==> config.mk <==
export PLATFORM = sky130hd
export DESIGN_NAME = fetch_unit
export DESIGN_NICKNAME = d
export VERILOG_FILES = /design/src/rtl/fetch_unit.sv
export SDC_FILE = /design/constraint.sdc
export NUM_CORES = 1
export LEC_CHECK = 0
export ABC_AREA = 1
export CORE_AREA = 2 2 78 80
export DETAILED_ROUTE_END_ITERATION = 6
export DIE_AREA = 0 0 80 82
export GPL_ROUTABILITY_DRIVEN = 0
export PLACE_DENSITY = 0.6
export SETUP_SLACK_MARGIN = 0.05
export SYNTH_ARGS = -nofsm -noshare
export SYNTH_HDL_FRONTEND = slang
export SYNTH_SLANG_ARGS = --single-unit
==> constraint.sdc <==
create_clock -name CLK -period 1.5 [get_ports CLK]
set_input_delay 0.225 -clock CLK [delete_from_list [all_inputs] [get_ports CLK]]
set_output_delay 0.225 -clock CLK [all_outputs]
set_load 0.02 [all_outputs]
==> src/rtl/fetch_unit.sv <==
`default_nettype none
// ============================================================================
// Module   : fetch_unit
// Purpose  : Instruction fetch / PC sequencing driven by four-phase clock
//            levels. Optional phase-order checking via FETCH_SEQ_CHECK_EN.
// Revision : 1.0
// ============================================================================
module fetch_unit #(
    parameter int         PC_W   = 8,
    parameter int         IR_W   = 15,
    parameter logic [3:0] HLT_OP = 4'hF
) (
    input  logic            CLK,
    input  logic            RESET,
    input  logic            CLK_FT,
    input  logic            CLK_DC,
    input  logic            CLK_EX,
    input  logic            CLK_WB,
    input  logic [IR_W-1:0] ROM_DATA,
    input  logic            BR_TAKEN,
    input  logic [PC_W-1:0] BR_ADDR,
    output logic [PC_W-1:0] ROM_ADDR,
    output logic [PC_W-1:0] PC,
    output logic [IR_W-1:0] IR,
    output logic            IR_VALID,
    output logic            STB_DC,
    output logic            STB_EX,
    output logic            STB_WB,
    output logic            HALTED,
    output logic            SEQ_ERR
);

    typedef enum logic [2:0] {
        S_FT   = 3'd0,
        S_DC   = 3'd1,
        S_EX   = 3'd2,
        S_WB   = 3'd3,
        S_HALT = 3'd4
    } state_t;

    state_t          r_state;
    logic [3:0]      r_prev;
    logic [PC_W-1:0] r_pc;
    logic [IR_W-1:0] r_ir;
    logic            r_ir_valid;
    logic            r_stb_dc;
    logic            r_stb_ex;
    logic            r_stb_wb;
    logic            r_halted;

    logic [3:0]      w_phase;
    logic [3:0]      w_edge;
    logic [3:0]      w_expect;
    logic            w_accept;
    logic [3:0]      w_opcode;

    assign w_phase  = {CLK_WB, CLK_EX, CLK_DC, CLK_FT};
    assign w_edge   = w_phase & ~r_prev;
    assign w_opcode = r_ir[IR_W-1 -: 4];

    // One-hot mask of the phase edge the sequencer is waiting for.
    always_comb begin
        w_expect = 4'b0000;
        case (r_state)
            S_FT:    w_expect = 4'b0001;
            S_DC:    w_expect = 4'b0010;
            S_EX:    w_expect = 4'b0100;
            S_WB:    w_expect = 4'b1000;
            default: w_expect = 4'b0000;
        endcase
    end

    assign w_accept = |(w_edge & w_expect);

`ifdef FETCH_SEQ_CHECK_EN
    logic r_seq_err;
    logic w_ooo;
    assign w_ooo   = (r_state != S_HALT) && (|(w_edge & ~w_expect));
    assign SEQ_ERR = r_seq_err;
`else
    assign SEQ_ERR = 1'b0;
`endif

    always_ff @(posedge CLK or posedge RESET) begin
        if (RESET) begin
            r_state    <= S_FT;
            r_prev     <= 4'b0000;
            r_pc       <= '0;
            r_ir       <= '0;
            r_ir_valid <= 1'b0;
            r_stb_dc   <= 1'b0;
            r_stb_ex   <= 1'b0;
            r_stb_wb   <= 1'b0;
            r_halted   <= 1'b0;
`ifdef FETCH_SEQ_CHECK_EN
            r_seq_err  <= 1'b0;
`endif
        end else begin
            r_prev   <= w_phase;
            r_stb_dc <= 1'b0;
            r_stb_ex <= 1'b0;
            r_stb_wb <= 1'b0;
`ifdef FETCH_SEQ_CHECK_EN
            if (w_ooo) begin
                r_seq_err <= 1'b1;
            end
`endif
            if (w_accept) begin
                case (r_state)
                    S_FT: begin
                        r_ir       <= ROM_DATA;
                        r_ir_valid <= 1'b1;
                        r_state    <= S_DC;
                    end
                    S_DC: begin
                        r_stb_dc <= 1'b1;
                        r_state  <= S_EX;
                    end
                    S_EX: begin
                        r_stb_ex <= 1'b1;
                        r_state  <= S_WB;
                    end
                    S_WB: begin
                        r_stb_wb <= 1'b1;
                        // Halt outranks a simultaneous taken branch.
                        if (w_opcode == HLT_OP) begin
                            r_halted <= 1'b1;
                            r_state  <= S_HALT;
                        end else if (BR_TAKEN) begin
                            r_pc    <= BR_ADDR;
                            r_state <= S_FT;
                        end else begin
                            r_pc    <= r_pc + PC_W'(1);
                            r_state <= S_FT;
                        end
                    end
                    default: r_state <= S_HALT;
                endcase
            end
        end
    end

    assign ROM_ADDR = r_pc;
    assign PC       = r_pc;
    assign IR       = r_ir;
    assign IR_VALID = r_ir_valid;
    assign STB_DC   = r_stb_dc;
    assign STB_EX   = r_stb_ex;
    assign STB_WB   = r_stb_wb;
    assign HALTED   = r_halted;

endmodule
`default_nettype wire

==> results of run 1 <==
==> layout by cell type, fill, tap and decap left out, drive strengths merged <==
cell	count
a21oi	4
a31oi	1
buf	10
clkbuf	8
clkdlybuf4s50	29
conb	1
dfrtp	35
dlygate4sd2	34
dlymetal6s2s	2
ha	1
inv	24
nand2	75
nand3	24
nor2	14
nor3	2
o211ai	2
o21ai	4
or2	3
xnor2	1
xor2	1
==> worst max path at each step <==
| stage | start | to | slack (ns) | depth (start not counted) |
|---|---|---|---|---|
| finish | PC[0]$_DFFE_PP0P_ | PC[0] | 0.19 | 1 |
| CTS | STB_DC$_DFF_PP0_ | STB_DC | 0.06 | 1 |
| global route | r_state[1]$_DFFE_PP0N_ | PC[5]$_DFFE_PP0P_ | 0.09 | 7 |
| global placement | CLK_WB | PC[5]$_DFFE_PP0P_ | -0.09 | 8 |
| floorplan | PC[1]$_DFFE_PP0P_ | PC[6]$_DFFE_PP0P_ | 0.18 | 8 |
| detailed placement | CLK_WB | PC[5]$_DFFE_PP0P_ | -0.11 | 8 |
==> per-layer routing <==
layer | global-route usage (%) | routed length (um)
met1 | 16.03 | 1754
met2 | 19.58 | 1815
met3 | 3.846 | 242
met4 | 4.068 | 15
met5 | 0 | 0
==> registers in the layout, summed over array words and instances, names as in the netlist <==
| register | count |
|---|---|
| IR | 15 |
| PC | 8 |
| r_prev | 4 |
| r_state | 3 |
| HALTED | 1 |
| IR_VALID | 1 |
| STB_DC | 1 |
| STB_EX | 1 |
| STB_WB | 1 |
==> per-stage QoR <==
| step | cell area [um2] | util, % | instances | hold slack (ns) | power [mW] |
|---|---|---|---|---|---|
| after floorplan | 1675 | - | 206 | 0.2564 | 1.014 |
| after global placement | 2396 | 41.70 | 342 | 0.4132 | 1.114 |
| after detailed placement | 2396 | 41.70 | 342 | 0.4096 | 1.114 |
| after CTS | 2454 | 42.70 | 350 | 0.2975 | 1.883 |
| after global routing | 2461 | 42.84 | 350 | 0.3002 | 1.945 |
| final | 2461 | 42.84 | 350 | 0.2920 | 1.837 |
==> synth_stat cells <==
cell type  number
buf_4           9
o21ai_0         4
nor2_4          1
inv_1          24
buf_6           3
dfrtp_1        35
xnor2_1         1
or2_2           3
nand3_1        24
buf_2           2
xor2_1          1
conb_1          1
a31oi_1         1
a21oi_1         4
o211ai_1        2
ha_1            1
nand2_1        72
nor2_2          2
nor2_1         11
nor3_1          2
nand2_2         3
==> cells by family after synthesis <==
kind of cell / Yosys count
other: 1
AND/OR/NAND/NOR: 118
XOR/XNOR: 2
adder cells (fa/ha/maj): 1
buffers and inverters: 38
flip-flops: 35
AO/OA/AOI/OAI: 11
==> where the power goes <==
part           leakage (nW)  total (mW)  switching [mW]  internal, mW
Combinational         0.913       0.144          0.0571        0.0865
Sequential            0.438       0.950         0.00150         0.949
Clock                0.0515       0.743           0.324         0.419
==> timing repair <==
item,in CTS,in global routing
resized for setup,34,3
endpoints found under the setup margin,34,3
pin swaps,0,0
==> area by class of cell <==
type                    count  area, um2  area share (%)
multi-input cells         133      600.6           24.40
inverters                  24      90.09           3.660
flip-flops and latches     35      875.8           35.59
well taps                  75      93.84           3.813
repair buffers             75      700.7           28.47
clock buffers               8      100.1           4.067
==> flow_summary_export.csv, run 1 <==
group,metric,value,unit
routing,vias_per_cell,4.191,
yosys,yosysWarnings,0,
timing,rsz0062_at_grt,"false",
global_route,grt-ovfl-total,0,
setup_path,reg2reg_from,"PC[0]$_DFFE_PP0P_",
timing,setup_viol,0,
timing,fmax,765.6,MHz
layout,insertedDiodeCount,0,
yosys,synth_top_family_by_area,"simple AND/OR/NAND/NOR gates",
setup_path,r2r_cells,8,
floorplanning,die_h,82,um
floorplanning,core,5746,um2
placement,hpwlAfterDp,2812,um
floorplanning,io_pins,67,
routing,drt_wl_total,3829,um
clocking,cts_tree,"built",
layout,final_nets,305,
clocking,cts_root_buf,"clkbuf_8",
yosys,syn_inst,206,
setup_path,end_kind,"output port",
timing,fin_crit_sh,87.08,%
yosys,synth.avg_cell_area,8.133,um2
yosys,seq_area_frac_synth,52.28,%
routing,routedWlPerCell,10.94,um
global_route,grt_pass1_vias,1327,
global_route,grt_pass1_wl,6244,um
yosys,yosys.area_share.simple,30.02,%
floorplanning,rows,28,
yosys,synth_top_area_share,52.28,%
yosys,synthMuxAreaShare,0,%
yosys,synth_fp_nets,237,
clocking,clkSinkCount,35,
yosys,synth_xor_area_share,1.046,%
layout,drive_gt1_share,9.818,%
setup_path,path_cells,"dlygate4sd2_1",
timing,fin_skew,0.002378,ns
power_and_ir_drop,cellPowerDensity,746.4,nW/um2
yosys,synthTopCellsByArea,"dfrtp_1, nand2_1, nand3_1",
routing,ant_nets,0,
setup_path,cp_top_family,"flip-flops",
global_route,grt_usage,12.34,%
setup_path,cp-start-kind,"register",
yosys,yosys_register_bits,35,
placement,portBuffers,65,
layout,syn_to_final_growth,46.90,%
clocking,cts_buffer_depth,2,
yosys,synth.distinct_cells,21,
setup_path,rrSetupSlack,0.20,ns
run_status,outcome,"complete, no violations",
min_path,hold_path_class,"input pin to asynchronous set/reset pin",
yosys,syn_area,1675,um2
setup_path,required,1.27,ns
setup_path,cpPeakStageDelay,0.44,ns
clocking,cts_setup_buffers,0,
timing,fin_tns_setup,0,ns
layout,fillers,625,
yosys,synth_adder_area_share,0.7468,%
timing,drv_slew,0,
power_and_ir_drop,ir_worst_vdd,0.3796,mV
routing,drtIter0Drc,96,
clocking,clkLatencyLatePin,0.28,ns
setup_path,crit_fanout,6,
timing,period_needed,1.306,ns
timing,setup_ws,0.1939,ns
setup_path,arrival,1.08,ns
setup_path,r2r_end,"PC[6]$_DFFE_PP0P_",
yosys,synth.largest_area_cell,"dfrtp_1",
power_and_ir_drop,p_leak,1.402,nW
setup_path,crit_buf_inv,1,
flow_run,cap_violations,0,
clocking,cts_made_buffers,5,
setup_path,criticalPathCategory,"register to output port",
placement,pre_cts_slack,-0.1077,ns
floorplanning,fp.dieW,80,um
global_route,antenna_found_initial,0,
timing,hold_violations,0,
yosys,synth_compound_area_share,3.659,%
setup_path,crit_slowest_cell,"dfrtp_1",
clocking,ctsHoldBuffers,0,
clocking,worst_setup_hold_path_clk_slew,0.07,ns
floorplanning,dieArea,6560,um2
global_route,grt_max_degree,36,
routing,vias,1467,
routing,dr.pass1.iters,4,
clocking,cts_max_level,2,
routing,drcViolationCount,0,
floorplanning,start_util,29.16,%
Note: power is estimated with default switching activity, not from simulation.
==> run 2: changes to the inputs <==
==> constraint.sdc (replaced) <==
create_clock -name CLK -period 1.5 [get_ports CLK]
set_input_delay 0.3 -clock CLK [delete_from_list [all_inputs] [get_ports CLK]]
set_output_delay 0.3 -clock CLK [all_outputs]
set_load 0.02 [all_outputs]
==> flow_summary_export.csv, run 2 (synthesis results as in run 1) <==
group,metric,value,unit
placement,pre_cts_slack,-0.1927,ns
placement,dp_cells,343,
layout,most-common-layout-cells,"nand2_1, dfrtp_1, dlygate4sd2_1",
setup_path,cpPeakStageDelay,0.44,ns
global_route,grt_pass1_wl,6382,um
clocking,cts_tree,"built",
routing,drcViolationCount,0,
timing,fin_skew,0.003850,ns
routing,drtIter0Drc,44,
setup_path,end_kind,"output port",
layout,final_nets,309,
layout,drive_gt1_share,10.11,%
layout,largest_register_ffs,15,
setup_path,path_cells,"dlygate4sd2_1",
routing,dr.pass1.iters,4,
clocking,cts_buffer_depth,2,
clocking,worst_setup_hold_path_clk_slew,0.06,ns
setup_path,crit_buf_inv,1,
timing,rsz0062_at_grt,"true",
timing,hold_violations,0,
timing,whs,0.3796,ns
setup_path,crit_slowest_cell,"dfrtp_1",
setup_path,criticalPathCategory,"register to output port",
timing,setup_ws,0.1184,ns
power_and_ir_drop,power_frac_seq,55.8,%
floorplanning,core,5746,um2
global_route,grt_usage,12.57,%
routing,ant_nets,0,
setup_path,cp_top_family,"flip-flops",
setup_path,r2r_cells,8,
placement,hpwlAfterDp,2871,um
layout,insertedDiodeCount,0,
routing,routedWlPerCell,11.01,um
global_route,antenna_found_initial,0,
power_and_ir_drop,netSwitchingFraction,21.04,%
power_and_ir_drop,ir_worst_vdd,0.3844,mV
routing,vias,1489,
clocking,cts_root_buf,"clkbuf_8",
global_route,grt-ovfl-total,0,
power_and_ir_drop,power,1.705,mW
timing,setup_viol,0,
routing,drt_wl_total,3877,um
timing,fin_tns_setup,0,ns
power_and_ir_drop,clock_power_share,35.7,%
power_and_ir_drop,p_sw,358.8,uW
power_and_ir_drop,internal_power,1.347,mW
floorplanning,dieArea,6560,um2
timing,period_needed,1.382,ns
clocking,cts_made_buffers,5,
setup_path,required,1.20,ns
power_and_ir_drop,p_leak,1.385,nW
setup_path,reg2reg_from,"PC[1]$_DFFE_PP0P_",
setup_path,r2r_end,"PC[6]$_DFFE_PP0P_",
global_route,grt_max_degree,36,
layout,final_common_cell,"nand2_1",
layout,syn_to_final_growth,46.45,%
floorplanning,rows,28,
timing,drv_slew,0,
routing,vias_per_cell,4.230,
min_path,hold_path_class,"input pin to asynchronous set/reset pin",
timing,fin_crit_sh,92.10,%
clocking,cts_max_level,2,
floorplanning,die_h,82,um
placement,portBuffers,65,
setup_path,crit_fanout,6,
setup_path,rrSetupSlack,0.21,ns
setup_path,cp-start-kind,"register",
layout,fin_cells,352,
global_route,grt_pass1_vias,1409,
run_status,outcome,"complete, no violations",
clocking,clkLatencyLatePin,0.27,ns
power_and_ir_drop,cellPowerDensity,695.0,nW/um2
flow_run,cap_violations,0,
power_and_ir_drop,pwr-share-comb,8.5,%
clocking,clkSinkCount,35,
floorplanning,fp.dieW,80,um
floorplanning,start_util,29.16,%
setup_path,arrival,1.08,ns
timing,fmax,723.8,MHz
floorplanning,io_pins,67,
-- run 2: what timing repair did --
action	in CTS	in global routing
endpoints found under the setup margin	36	3
setup buffers	0	2
pin swaps	0	1
gates cloned	0	1
hold buffers	0	0
resized for setup	36	1
-- run 2: cell type report --
class	instances	area [um2]
clock buffer	6	72.57
fill	626	3292
inverter	24	90.09
multi-input combinational	134	604.3
sequential	35	875.8
tap	75	93.84
timing repair buffer	78	716.9
-- run 2: power groups by stage --
stage | combinational, mW | sequential, mW | clock [mW]
final | 0.146 | 0.951 | 0.609
after global routing | 0.160 | 0.950 | 0.696
after CTS | 0.149 | 0.950 | 0.648
after detailed placement | 0.148 | 0.968 | 0
after global placement | 0.148 | 0.968 | 0
after floorplan | 0.0458 | 0.968 | 0
-- run 2: metrics by stage --
| stage | util (%) | area [um2] |
|---|---|---|
| after floorplan | - | 1675 |
| after global placement | 41.83 | 2404 |
| after detailed placement | 41.83 | 2404 |
| after CTS | 42.31 | 2431 |
| after global routing | 42.70 | 2454 |
| final | 42.70 | 2454 |
-- run 2: routing by layer --
layer  up-vias  wire [um]  track usage (%)
met3         2        222            4.066
met1       675       1790            15.75
met2        43       1848            20.58
li1        769          -                -
met5         -          0                0
met4         0         15            4.068
-- run 2: how the worst max path moves through the flow --
stage,from,endpoint,slack (ns),cells after the start
floorplan,PC[1]$_DFFE_PP0P_,PC[6]$_DFFE_PP0P_,0.18,8
global placement,CLK_WB,PC[5]$_DFFE_PP0P_,-0.17,8
detailed placement,CLK_WB,PC[5]$_DFFE_PP0P_,-0.19,8
CTS,PC[5]$_DFFE_PP0P_,PC[5],0.10,1
global route,PC[1]$_DFFE_PP0P_,PC[6]$_DFFE_PP0P_,0.05,8
finish,PC[5]$_DFFE_PP0P_,ROM_ADDR[5],0.12,1
==> run 3: changes to the inputs <==
--- a/config.mk
+++ b/config.mk
@@ -7,6 +7,7 @@
 export LEC_CHECK = 0
 export ABC_AREA = 1
 export CORE_AREA = 2 2 78 80
+export CTS_CLUSTER_SIZE = 14
 export DETAILED_ROUTE_END_ITERATION = 6
 export DIE_AREA = 0 0 80 82
 export GPL_ROUTABILITY_DRIVEN = 0
==> results of run 3 <==
No change in the layout: final DEF, timing and power equal those of run 2.
